===== config.mk =====
export PLATFORM = sky130hd
export DESIGN_NAME = apuf_eval_ctrl
export DESIGN_NICKNAME = d
export VERILOG_FILES = /design/src/rtl/apuf_eval_ctrl_pkg.sv /design/src/rtl/apuf_eval_ctrl_sync2ff.sv /design/src/rtl/apuf_eval_ctrl.sv
export SDC_FILE = /design/constraint.sdc
export NUM_CORES = 1
export LEC_CHECK = 0
export ABC_AREA = 1
export BUFFER_PORTS_ARGS = -buffer_cell sky130_fd_sc_hd__buf_2
export CAP_MARGIN = 20
export CORE_MARGIN = 10
export CORE_UTILIZATION = 35
export CTS_BUF_LIST = sky130_fd_sc_hd__clkbuf_8
export DETAILED_ROUTE_END_ITERATION = 12
export PLACE_DENSITY_LB_ADDON = 0.3
export REMOVE_ABC_BUFFERS = 1
export SLEW_MARGIN = 20
export SYNTH_ARGS = -nofsm -noshare
export SYNTH_HDL_FRONTEND = slang
export SYNTH_HIERARCHICAL = 1
export SYNTH_SLANG_ARGS = --single-unit

===== constraint.sdc =====
create_clock -name clk -period 4.06 [get_ports clk]
set_input_delay 0.203 -clock clk [delete_from_list [all_inputs] [get_ports clk]]
set_output_delay 0.203 -clock clk [all_outputs]
set_load 0.02 [all_outputs]

===== src/rtl/apuf_eval_ctrl_pkg.sv =====
// Shared definitions for arbiter-PUF evaluation controllers:
// FSM state encoding and a width helper for counters.
package apuf_eval_ctrl_pkg;

    typedef enum logic [2:0] {
        ST_IDLE   = 3'd0,
        ST_SETUP  = 3'd1,
        ST_FIRE   = 3'd2,
        ST_SAMPLE = 3'd3,
        ST_DRAIN  = 3'd4,
        ST_DONE   = 3'd5
    } eval_state_t;

    function automatic int clog2_width(input int n);
        int r = 0;
        while ((1 << r) < n) r++;
        return (r < 1) ? 1 : r;
    endfunction

endpackage


===== src/rtl/apuf_eval_ctrl_sync2ff.sv =====
// Generic two-flop synchroniser for a single asynchronous level,
// cleared by the asynchronous active-low reset.
module sync2ff (
    input  logic clk,
    input  logic rstN,
    input  logic i_d,
    output logic o_q
);

    logic r_meta;
    logic r_sync;

    always_ff @(posedge clk or negedge rstN) begin
        if (!rstN) begin
            r_meta <= 1'b0;
            r_sync <= 1'b0;
        end else begin
            r_meta <= i_d;
            r_sync <= r_meta;
        end
    end

    assign o_q = r_sync;

endmodule


===== src/rtl/apuf_eval_ctrl.sv =====
// Arbiter-PUF evaluation controller: fires the core nEval times per
// challenge, majority-votes the synchronised response, reports timeouts.
module apuf_eval_ctrl
    import apuf_eval_ctrl_pkg::*;
#(
    parameter int nStage        = 64,
    parameter int nEval         = 5,
    parameter int settleCycles  = 4,
    parameter int timeoutCycles = 255
) (
    input  logic                            clk,
    input  logic                            rstN,
    input  logic                            reqValid,
    output logic                            reqReady,
    input  logic [nStage-1:0]               reqChal,
    output logic [nStage-1:0]               pufChal,
    output logic                            pufTrig,
    input  logic                            pufReady,
    input  logic                            pufResp,
    output logic                            rspValid,
    input  logic                            rspReady,
    output logic                            rspBit,
    output logic [clog2_width(nEval+1)-1:0] rspOnes,
    output logic                            rspErr
);

    localparam int OW   = clog2_width(nEval + 1);
    localparam int TMAX = (timeoutCycles > settleCycles) ?
                          timeoutCycles : settleCycles;
    localparam int TW   = clog2_width(TMAX + 1);

    localparam logic [TW-1:0] SETTLE_LAST = TW'(settleCycles - 1);
    localparam logic [TW-1:0] TO_LAST     = TW'(timeoutCycles - 1);
    localparam logic [OW-1:0] N_EVAL      = OW'(nEval);
    localparam logic [OW-1:0] HALF        = OW'(nEval / 2);

    eval_state_t       r_state;
    eval_state_t       w_next;
    logic              r_reqReady;
    logic              r_rspValid;
    logic              r_trig;
    logic [nStage-1:0] r_chal;
    logic [TW-1:0]     r_timer;
    logic [OW-1:0]     r_evalCnt;
    logic [OW-1:0]     r_onesCnt;
    logic              r_bit;
    logic              r_err;

    logic w_readyS;
    logic w_respS;
    logic w_accept;
    logic w_tmo;
    logic w_abort;
    logic w_enterDone;
    logic w_count;

    sync2ff u_sync_ready (
        .clk  (clk),
        .rstN (rstN),
        .i_d  (pufReady),
        .o_q  (w_readyS)
    );

    sync2ff u_sync_resp (
        .clk  (clk),
        .rstN (rstN),
        .i_d  (pufResp),
        .o_q  (w_respS)
    );

    assign w_accept = (r_state == ST_IDLE) && r_reqReady && reqValid;
    assign w_tmo    = (r_timer == TO_LAST);
    assign w_count  = (r_state == ST_SETUP) || (r_state == ST_FIRE) ||
                      (r_state == ST_DRAIN);

    // Timeout wins only while the core has not made the awaited transition.
    assign w_abort = w_tmo &&
                     (((r_state == ST_FIRE) && !w_readyS) ||
                      ((r_state == ST_DRAIN) && w_readyS));

    assign w_enterDone = (w_next == ST_DONE) && (r_state != ST_DONE);

    always_comb begin
        w_next = r_state;
        unique case (r_state)
            ST_IDLE: begin
                if (w_accept) w_next = ST_SETUP;
            end
            ST_SETUP: begin
                if (r_timer == SETTLE_LAST) w_next = ST_FIRE;
            end
            ST_FIRE: begin
                if (w_readyS)   w_next = ST_SAMPLE;
                else if (w_tmo) w_next = ST_DONE;
            end
            ST_SAMPLE: begin
                w_next = ST_DRAIN;
            end
            ST_DRAIN: begin
                if (!w_readyS)
                    w_next = (r_evalCnt < N_EVAL) ? ST_SETUP : ST_DONE;
                else if (w_tmo)
                    w_next = ST_DONE;
            end
            ST_DONE: begin
                if (rspReady) w_next = ST_IDLE;
            end
            default: w_next = ST_IDLE;
        endcase
    end

    always_ff @(posedge clk or negedge rstN) begin
        if (!rstN) begin
            r_state    <= ST_IDLE;
            r_reqReady <= 1'b0;
            r_rspValid <= 1'b0;
            r_trig     <= 1'b0;
            r_chal     <= '0;
            r_timer    <= '0;
            r_evalCnt  <= '0;
            r_onesCnt  <= '0;
            r_bit      <= 1'b0;
            r_err      <= 1'b0;
        end else begin
            r_state    <= w_next;
            r_reqReady <= (w_next == ST_IDLE);
            r_rspValid <= (w_next == ST_DONE);
            r_trig     <= (w_next == ST_FIRE) || (w_next == ST_SAMPLE);

            if ((w_next != r_state) || !w_count)
                r_timer <= '0;
            else
                r_timer <= r_timer + TW'(1);

            if (w_accept) begin
                r_chal    <= reqChal;
                r_evalCnt <= '0;
                r_onesCnt <= '0;
                r_bit     <= 1'b0;
                r_err     <= 1'b0;
            end

            if (r_state == ST_SAMPLE) begin
                r_evalCnt <= r_evalCnt + OW'(1);
                r_onesCnt <= r_onesCnt + OW'(w_respS);
            end

            if (w_abort)
                r_err <= 1'b1;

            if (w_enterDone)
                r_bit <= !w_abort && (r_onesCnt > HALF);
        end
    end

    assign reqReady = r_reqReady;
    assign pufChal  = r_chal;
    assign pufTrig  = r_trig;
    assign rspValid = r_rspValid;
    assign rspBit   = r_bit;
    assign rspOnes  = r_onesCnt;
    assign rspErr   = r_err;

endmodule


==> results of run 1 <==
cell families after synthesis:
family | count (synthesis)
XOR/XNOR | 7
flip-flops | 90
AO/OA/AOI/OAI | 15
adder cells (fa/ha/maj) | 5
AND/OR/NAND/NOR | 271
buffers and inverters | 32
power by group through the flow:
stage / clock network, mW / logic (mW) / registers [mW]
finish: 0.816 / 1.41 / 1.41
global route: 0.879 / 1.57 / 1.46
CTS: 0.844 / 1.44 / 1.41
detailed placement: 0 / 1.43 / 1.41
global placement: 0 / 1.40 / 1.40
floorplan: 0 / 0.528 / 1.77
routing by layer:
layer	routed length (µm)	track usage	up-vias
li1	-	-	1616
met4	141	0.0590	2
met1	4370	0.175	1504
met2	4690	0.211	113
met3	1160	0.0715	13
met5	7	0	-
state kept, by name, summed over array words and instances (netlist names):
register	cells
rspBit	1
pufChal	64
u_sync_resp/o_q	1
u_sync_ready/r_meta	1
rspValid	1
u_sync_ready/o_q	1
r_state	3
reqReady	1
r_evalCnt	3
r_timer	8
u_sync_resp/r_meta	1
pufTrig	1
rspErr	1
rspOnes	3
synth_stat cells:
library cell / count
clkinv_1: 1
o21ai_0: 5
buf_2: 10
inv_1: 13
a21oi_1: 4
o22ai_1: 1
nand2_1: 220
a22o_1: 1
o211ai_1: 1
nor2_1: 14
nand2_4: 1
nor2_4: 1
nand4_1: 4
nor4_1: 1
inv_4: 1
a32o_1: 3
xor2_1: 4
nor3_1: 2
nand3_1: 6
nor3_2: 1
nand3b_1: 1
nand3_4: 1
nand2_2: 6
nand4_4: 1
buf_6: 1
xnor2_1: 3
inv_2: 3
clkbuf_1: 3
dfrtp_1: 90
nor2_2: 12
ha_1: 5
layout make-up:
type	count	area, µm²	share of cell area
Sequential cell	90	2250	0.443
Tap cell	136	170	0.0335
Inverter	18	71.3	0.0140
Clock buffer	10	138	0.0271
Multi-Input combinational cell	298	1360	0.268
Timing Repair Buffer	166	953	0.188
Clock inverter	6	136	0.0268
worst min-delay path: stages:
cell and delay, ns:
buf_2 0.07, nand2_1 0.04, nand2_1 0.04
how the worst max path moves through the flow:
stage                     startpoint          to  cells past startpoint  slack, ns
after floorplan           r_state[0]  pufChal[0]                      5       1.91
after global placement    r_state[0]  r_timer[3]                     10       1.88
after detailed placement  r_state[0]  r_timer[6]                     10       1.83
after CTS                 r_state[0]  r_timer[6]                     10       1.81
after global routing      r_state[0]  r_timer[3]                     10       1.65
final                     r_state[0]  r_timer[6]                     10       1.87
==> metrics.txt, run 1 <==
# TYPE chip_impl_metric gauge
chip_impl_info{name="outcome",value="finished clean"} 1
chip_impl_metric{name="sequential_power_share",unit=""} 0.388
chip_impl_metric{name="synth-adder-area-share",unit=""} 0.0167
chip_impl_metric{name="final_area",unit="µm²"} 5080
chip_impl_info{name="setup_repair_after_global_routing_missed_its_margin",value="false"} 1
chip_impl_info{name="hold_crit_start",value="reqChal[8]"} 1
chip_impl_metric{name="post_drt_via_cell_ratio",unit=""} 4.49
chip_impl_metric{name="clkSinkCount",unit=""} 90
chip_impl_info{name="critPathLaunchType",value="flop"} 1
chip_impl_metric{name="grt_first_pass_wirelength",unit="µm"} 17300
chip_impl_metric{name="worst_r2r_path_depth",unit=""} 10
chip_impl_metric{name="cell_internal_pwr",unit="mW"} 2.17
chip_impl_metric{name="timing.clock.skew",unit="ns"} 0.0123
chip_impl_info{name="worstReg2RegEnd",value="r_timer[6]"} 1
chip_impl_metric{name="synth_warnings",unit=""} 6
chip_impl_metric{name="timing.final.hold_violations",unit=""} 0
chip_impl_metric{name="post-synth-top-area-fraction",unit=""} 0.599
chip_impl_metric{name="fmax",unit="MHz"} 456
chip_impl_metric{name="switch_pwr",unit="mW"} 1.47
chip_impl_metric{name="setup-violations-final",unit=""} 0
chip_impl_metric{name="complex_gate_fraction_of_the_synthesized_area",unit=""} 0.0260
chip_impl_metric{name="max-clock-path-buffers",unit=""} 2
chip_impl_metric{name="min_delay_path_depth",unit=""} 3
chip_impl_metric{name="core",unit="µm²"} 10400
chip_impl_metric{name="dpl-instance-area",unit="µm²"} 4580
chip_impl_metric{name="number_of_antenna_violations_at_the_first_check_in_global_routing",unit=""} 1
chip_impl_info{name="most_common_cell_after_layout_fill_and_taps_aside",value="nand2_1"} 1
chip_impl_metric{name="grt_use_total",unit=""} 0.143
chip_impl_metric{name="synth_xor_xnor_area_share",unit=""} 0.0163
chip_impl_metric{name="worst_path_max_fanout",unit=""} 69
chip_impl_metric{name="ctsHoldBuffers",unit=""} 23
chip_impl_metric{name="io_buffer_count",unit=""} 141
chip_impl_metric{name="die_width",unit="µm"} 124
chip_impl_metric{name="dp_hpwl",unit="µm"} 7340
chip_impl_metric{name="ant_nets",unit=""} 0
chip_impl_metric{name="pin_count_of_the_biggest_net_entering_global_routing",unit=""} 70
chip_impl_metric{name="peakVddDrop",unit="µV"} 398
chip_impl_metric{name="post-route-drc-count",unit=""} 0
chip_impl_metric{name="fp-row-count",unit=""} 37
chip_impl_info{name="cp_slowest_cell",value="buf_4"} 1
chip_impl_metric{name="combPwrFrac",unit=""} 0.388
chip_impl_metric{name="initial_utilization",unit=""} 0.362
chip_impl_metric{name="ios",unit=""} 142
chip_impl_info{name="critical_path_class",value="flop to flop"} 1
chip_impl_metric{name="buffers_and_inverters_on_the_worst_path",unit=""} 1
chip_impl_metric{name="ffs_latches_synth",unit=""} 90
chip_impl_metric{name="fin_total_pwr",unit="mW"} 3.64
chip_impl_metric{name="die-area",unit="µm²"} 15300
chip_impl_metric{name="worst_pin_slew",unit="ns"} 0.881
chip_impl_metric{name="reg_clk_slew_reported_paths",unit="ns"} 0.09
chip_impl_metric{name="post_cts.resized_instances",unit=""} 0
chip_impl_info{name="hold_end",value="pufChal[8]"} 1
chip_impl_metric{name="routed_wire_length_per_instance",unit="µm"} 14.3
chip_impl_metric{name="cap_viol_max_count",unit=""} 0
chip_impl_metric{name="power.share.switching",unit=""} 0.403
chip_impl_metric{name="timing.critical_path.required",unit="ns"} 4.32
chip_impl_metric{name="fin_hold_ws",unit="ns"} 0.0163
chip_impl_metric{name="finalMaxSlewViolations",unit=""} 0
chip_impl_metric{name="post_synthesis_mux_area_share",unit=""} 0
chip_impl_info{name="worstPathCellList",value="nor2_2 -> nand4_4 -> buf_4 -> nand2_1 -> nor2_4 -> nand3_4 -> nand2_2 -> nand2_2 -> nand2_4 -> nor2_2"} 1
chip_impl_metric{name="wl",unit="µm"} 10400
chip_impl_metric{name="flow.area_growth_from_synthesis",unit="%"} 35.3
chip_impl_metric{name="place.gp.congestion",unit=""} 0.865
chip_impl_metric{name="synthesis.instances",unit=""} 420
chip_impl_info{name="mostFrequentLayoutCells",value="nand2_1 (220), buf_2 (140), dfrtp_1 (90)"} 1
chip_impl_info{name="crit_family",value="simple AND/OR/NAND/NOR gates"} 1
chip_impl_metric{name="drt_iter0_drc",unit=""} 141
chip_impl_metric{name="post_route_cells_drive_above_1_share",unit=""} 0.316
chip_impl_metric{name="worstSkewPairLatency",unit="ns"} 0.38
chip_impl_metric{name="final.setup.worst_slack",unit="ns"} 1.87
chip_impl_metric{name="fillerInstances",unit=""} 1005
chip_impl_metric{name="die_y",unit="µm"} 124
chip_impl_metric{name="timing.final.crit_share",unit=""} 0.540
chip_impl_metric{name="cts.repair_timing.setup_buffer_count",unit=""} 0
chip_impl_metric{name="timing.critical_path.arrival",unit="ns"} 2.45
chip_impl_info{name="cts_tree",value="built"} 1
chip_impl_metric{name="synth.yosys.seq_area_share",unit=""} 0.599
chip_impl_metric{name="cts-buffers-inserted",unit=""} 9
chip_impl_metric{name="grt_overflow_total",unit=""} 0
chip_impl_metric{name="post_synth.cell_area_avg",unit="µm²"} 8.95
chip_impl_metric{name="vias",unit=""} 3248
chip_impl_metric{name="final_util",unit=""} 0.490
chip_impl_metric{name="pre_cts_slack",unit="ns"} 1.83
chip_impl_metric{name="htree_levels",unit=""} 3
chip_impl_info{name="cts.root.buffer_cell",value="clkbuf_8"} 1
chip_impl_info{name="worst_setup_path_end_kind",value="flop"} 1
chip_impl_info{name="synth_top_cells_by_area",value="dfrtp_1 (60%), nand2_1 (22%), nor2_2 (2.0%)"} 1
chip_impl_info{name="dominant_combinational_cell_family_by_area_after_synthesis",value="simple AND/OR/NAND/NOR gates"} 1
chip_impl_metric{name="synth-simple-area-share",unit=""} 0.304
chip_impl_info{name="hold_class",value="input pin to flop"} 1
chip_impl_metric{name="power_leakage",unit="nW"} 2.85
chip_impl_metric{name="place.detailed.instances",unit=""} 685
chip_impl_metric{name="slowest_delay",unit="ns"} 0.57
chip_impl_metric{name="instances_no_fill",unit=""} 724
chip_impl_metric{name="p_per_area",unit="nW/µm²"} 716
chip_impl_metric{name="nNetsFinal",unit=""} 658
chip_impl_metric{name="clock_power_share",unit=""} 0.224
chip_impl_metric{name="post-route-min-period",unit="ns"} 2.19
chip_impl_metric{name="syn-cell-area",unit="µm²"} 3760
chip_impl_metric{name="via_count_of_the_first_global_routing_pass",unit=""} 3460
chip_impl_metric{name="drtPass1Iterations",unit=""} 4
chip_impl_metric{name="finalSetupTns",unit="ns"} 0
chip_impl_metric{name="num_antenna_cells",unit=""} 0
chip_impl_metric{name="worst_slew_margin_rel",unit=""} 0.412
chip_impl_metric{name="netlist-cell-type-count",unit=""} 31
chip_impl_metric{name="setup.reg_to_reg.worst_slack",unit="ns"} 1.87
chip_impl_info{name="synth.largest_area_cell",value="dfrtp_1"} 1
chip_impl_info{name="critical_r2r_launch",value="r_state[0]"} 1
Power figures use the tool's default switching activity.
==> run 2: changes to the inputs <==
--- a/config.mk
+++ b/config.mk
@@ -5,7 +5,7 @@
 export SDC_FILE = /design/constraint.sdc
 export NUM_CORES = 1
 export LEC_CHECK = 0
-export ABC_AREA = 1
+export ABC_AREA = 0
 export BUFFER_PORTS_ARGS = -buffer_cell sky130_fd_sc_hd__buf_2
 export CAP_MARGIN = 20
 export CORE_MARGIN = 10
==> constraint.sdc (replaced) <==
create_clock -name clk -period 2.29 [get_ports clk]
set_input_delay 0.1145 -clock clk [delete_from_list [all_inputs] [get_ports clk]]
set_output_delay 0.1145 -clock clk [all_outputs]
set_load 0.02 [all_outputs]
==> run 2 against run 1 <==
  * Utilization increased by 4.0 points
  * Worst setup slack got worse by 1.6 ns
  * Clock skew decreased by 0.0036 ns
  * Cell count decreased by 15%
  * Routed wire length decreased by 6.0%
  * Combinational power increased by 120%
  * Register-to-register slack got worse by 1.6 ns
  * Largest cell class unchanged
  * Largest power group is now combinational logic
==> metrics.txt, run 2 <==
# TYPE chip_impl_metric gauge
chip_impl_metric{name="sequential_power_share",unit=""} 0.378
chip_impl_info{name="hold_end",value="r_state[2]"} 1
chip_impl_metric{name="dp_hpwl",unit="µm"} 6720
chip_impl_info{name="mostFrequentLayoutCells",value="buf_2 (140), dfrtp_1 (90), dlygate4sd3_1 (67)"} 1
chip_impl_info{name="synth.most_common_cell",value="dfrtp_1"} 1
chip_impl_metric{name="core",unit="µm²"} 10300
chip_impl_info{name="critical_path_class",value="flop to flop"} 1
chip_impl_metric{name="worst_slew_margin_rel",unit=""} 0.626
chip_impl_metric{name="buffers_and_inverters_on_the_worst_path",unit=""} 0
chip_impl_metric{name="fmax",unit="MHz"} 499
chip_impl_metric{name="cell_internal_pwr",unit="mW"} 4.38
chip_impl_metric{name="synth.yosys.seq_area_share",unit=""} 0.612
chip_impl_info{name="synth_top_cells_by_area",value="dfrtp_1 (61%), mux2_2 (20%), buf_6 (2.1%)"} 1
chip_impl_metric{name="htree_levels",unit=""} 3
chip_impl_metric{name="num_antenna_cells",unit=""} 0
chip_impl_info{name="worstReg2RegEnd",value="rspBit"} 1
chip_impl_metric{name="setup.reg_to_reg.worst_slack",unit="ns"} 0.28
chip_impl_metric{name="worstSkewPairLatency",unit="ns"} 0.35
chip_impl_info{name="setup_repair_after_global_routing_missed_its_margin",value="false"} 1
chip_impl_metric{name="flow.area_growth_from_synthesis",unit="%"} 47.9
chip_impl_metric{name="peakVddDrop",unit="µV"} 589
chip_impl_info{name="outcome",value="finished clean"} 1
chip_impl_metric{name="nNetsFinal",unit=""} 549
chip_impl_metric{name="timing.critical_path.required",unit="ns"} 2.56
chip_impl_info{name="cp_slowest_cell",value="or4b_4"} 1
chip_impl_metric{name="ant_nets",unit=""} 0
chip_impl_info{name="worstPathCellList",value="ha_1 -> or4b_4 -> nor4_4 -> or3b_2 -> o211ai_4 -> and2_4 -> o211ai_2"} 1
chip_impl_info{name="cts.root.buffer_cell",value="clkbuf_8"} 1
chip_impl_metric{name="slowest_delay",unit="ns"} 0.49
chip_impl_info{name="synth.largest_area_cell",value="dfrtp_1"} 1
chip_impl_metric{name="power.share.switching",unit=""} 0.383
chip_impl_metric{name="post-route-drc-count",unit=""} 0
chip_impl_metric{name="finalMaxSlewViolations",unit=""} 0
chip_impl_metric{name="worst_pin_slew",unit="ns"} 0.561
chip_impl_metric{name="final_area",unit="µm²"} 5450
chip_impl_info{name="critical_r2r_launch",value="r_timer[0]"} 1
chip_impl_info{name="netlist_top_cells_count",value="dfrtp_1 (90), mux2_2 (64), nor2_1 (19)"} 1
chip_impl_metric{name="ios",unit=""} 142
chip_impl_metric{name="cap_viol_max_count",unit=""} 0
chip_impl_metric{name="drt_iter0_drc",unit=""} 123
chip_impl_info{name="hold_crit_start",value="rspReady"} 1
chip_impl_info{name="most_common_cell_after_layout_fill_and_taps_aside",value="buf_2"} 1
chip_impl_metric{name="die-area",unit="µm²"} 15000
chip_impl_metric{name="io_buffer_count",unit=""} 141
chip_impl_metric{name="wl",unit="µm"} 9740
chip_impl_metric{name="dpl-instance-area",unit="µm²"} 4520
chip_impl_metric{name="power_leakage",unit="nW"} 2.58
chip_impl_metric{name="fp-row-count",unit=""} 37
chip_impl_metric{name="timing.final.hold_violations",unit=""} 0
chip_impl_metric{name="worst_r2r_path_depth",unit=""} 7
chip_impl_metric{name="synthArstFlopShare",unit=""} 1.00
chip_impl_metric{name="instances_no_fill",unit=""} 615
chip_impl_info{name="worst_setup_path_end_kind",value="flop"} 1
chip_impl_metric{name="netlist-cell-type-count",unit=""} 39
chip_impl_metric{name="syn-cell-area",unit="µm²"} 3680
chip_impl_metric{name="min_delay_path_depth",unit=""} 4
chip_impl_metric{name="switch_pwr",unit="mW"} 2.72
chip_impl_metric{name="vias",unit=""} 2764
chip_impl_metric{name="p_per_area",unit="nW/µm²"} 1300
chip_impl_metric{name="worst_path_max_fanout",unit=""} 5
chip_impl_metric{name="grt_overflow_total",unit=""} 0
chip_impl_metric{name="cts-buffers-inserted",unit=""} 9
chip_impl_metric{name="place.detailed.instances",unit=""} 532
chip_impl_metric{name="die_y",unit="µm"} 123
chip_impl_metric{name="clkSinkCount",unit=""} 90
chip_impl_metric{name="timing.final.crit_share",unit=""} 0.876
chip_impl_metric{name="timing.clock.skew",unit="ns"} 0.00875
chip_impl_metric{name="setup-violations-final",unit=""} 0
chip_impl_metric{name="routed_wire_length_per_instance",unit="µm"} 15.8
chip_impl_info{name="cts_tree",value="built"} 1
chip_impl_info{name="startpoint",value="r_timer[0]"} 1
chip_impl_metric{name="via_count_of_the_first_global_routing_pass",unit=""} 3090
chip_impl_metric{name="synth_enable_flop_cells",unit=""} 0
chip_impl_info{name="crit_family",value="simple AND/OR/NAND/NOR gates"} 1
chip_impl_info{name="yosys_most_used_dff",value="dfrtp_1"} 1
chip_impl_metric{name="pin_count_of_the_biggest_net_entering_global_routing",unit=""} 54
chip_impl_metric{name="synthesis.instances",unit=""} 262
chip_impl_metric{name="largest_register_ffs",unit=""} 64
chip_impl_metric{name="post-synth-top-area-fraction",unit=""} 0.612
chip_impl_metric{name="reg_clk_slew_reported_paths",unit="ns"} 0.09
chip_impl_metric{name="post-route-min-period",unit="ns"} 2.01
chip_impl_metric{name="synth_warnings",unit=""} 6
chip_impl_info{name="critPathLaunchType",value="flop"} 1
chip_impl_metric{name="die_width",unit="µm"} 123
chip_impl_metric{name="drtPass1Iterations",unit=""} 4
chip_impl_metric{name="grt_first_pass_wirelength",unit="µm"} 15800
chip_impl_metric{name="cts.repair_timing.setup_buffer_count",unit=""} 0
chip_impl_metric{name="ffs_latches_synth",unit=""} 90
chip_impl_metric{name="post_route_cells_drive_above_1_share",unit=""} 0.489
chip_impl_metric{name="initial_utilization",unit=""} 0.358
chip_impl_metric{name="final_util",unit=""} 0.530
chip_impl_metric{name="finalSetupTns",unit="ns"} 0
chip_impl_metric{name="post_synth.cell_area_avg",unit="µm²"} 14.0
chip_impl_info{name="hold_class",value="input pin to flop"} 1
chip_impl_metric{name="place.gp.congestion",unit=""} 0.770
chip_impl_metric{name="grt_use_total",unit=""} 0.134
chip_impl_metric{name="combPwrFrac",unit=""} 0.436
chip_impl_metric{name="max-clock-path-buffers",unit=""} 2
chip_impl_metric{name="number_of_antenna_violations_at_the_first_check_in_global_routing",unit=""} 0
chip_impl_metric{name="post_drt_via_cell_ratio",unit=""} 4.49
chip_impl_metric{name="timing.critical_path.arrival",unit="ns"} 2.28
chip_impl_metric{name="clock_power_share",unit=""} 0.186
run 2: cell type report:
type | instances | area (µm²)
Clock buffer | 10 | 138
Clock inverter | 6 | 114
Fill cell | 909 | 4830
Inverter | 3 | 11.3
Multi-Input combinational cell | 158 | 1330
Sequential cell | 90 | 2250
Tap cell | 136 | 170
Timing Repair Buffer | 212 | 1430
run 2: power groups by stage:
stage | combinational (mW) | clock (mW) | sequential (mW)
2_1_floorplan | 1.14 | 0 | 3.48
3_3_place_gp | 2.99 | 0 | 2.65
3_5_place_dp | 3.04 | 0 | 2.70
4_1_cts | 3.13 | 1.37 | 2.68
5_1_grt | 3.34 | 1.43 | 2.78
6_report | 3.10 | 1.32 | 2.68
run 2: worst max path at each step:
stage / end / slack (ns) / cells past startpoint
after floorplan: pufChal[0] / -1.02 / 5
after global placement: rspBit / 0.34 / 7
after detailed placement: rspBit / 0.31 / 7
after CTS: rspBit / 0.28 / 7
after global routing: rspBit / 0.12 / 7
final: rspBit / 0.28 / 7
run 2: repair_timing:
action                                 CTS  global route
hold buffers                            67             0
resized for setup                        0             0
endpoints found under the hold margin  108             0
run 2: worst reg2reg max path, stage by stage (launching register included):
cell	delay, ns
dfrtp_1	0.41
ha_1	0.23
or4b_4	0.49
nor4_4	0.19
or3b_2	0.20
o211ai_4	0.09
and2_4	0.17
o211ai_2	0.14
run 2: metrics by stage:
stage	hold slack, ns	power, mW	setup slack, ns
detailed placement	0.149	5.74	0.306
finish	0.159	7.10	0.285
global placement	0.139	5.65	0.336
floorplan	-0.181	4.62	-1.02
global route	0.163	7.56	0.121
CTS	0.133	7.18	0.282
run 2: kinds of logic (layout without fill, tap and decap cells):
group / count (synthesis) / in the layout / synth area share
adders and majority gates: 5 / 5 / 0.0170
DFF: 90 / 90 / 0.612
and+or+nand+nor: 56 / 56 / 0.0768
muxes: 64 / 64 / 0.196
AOI/OAI and AO/OA: 25 / 25 / 0.0503
buffers and inverters: 14 / 231 / 0.0292
xor gates and xnor gates: 8 / 8 / 0.0190
run 2: metal layers:
layer / global-route usage / part of all wire / vias up
met5: 0 / 0 / -
met4: 0.0464 / 0.0098 / 0
met3: 0.0758 / 0.10 / 6
met2: 0.217 / 0.50 / 97
met1: 0.145 / 0.38 / 1328
li1: - / - / 1333
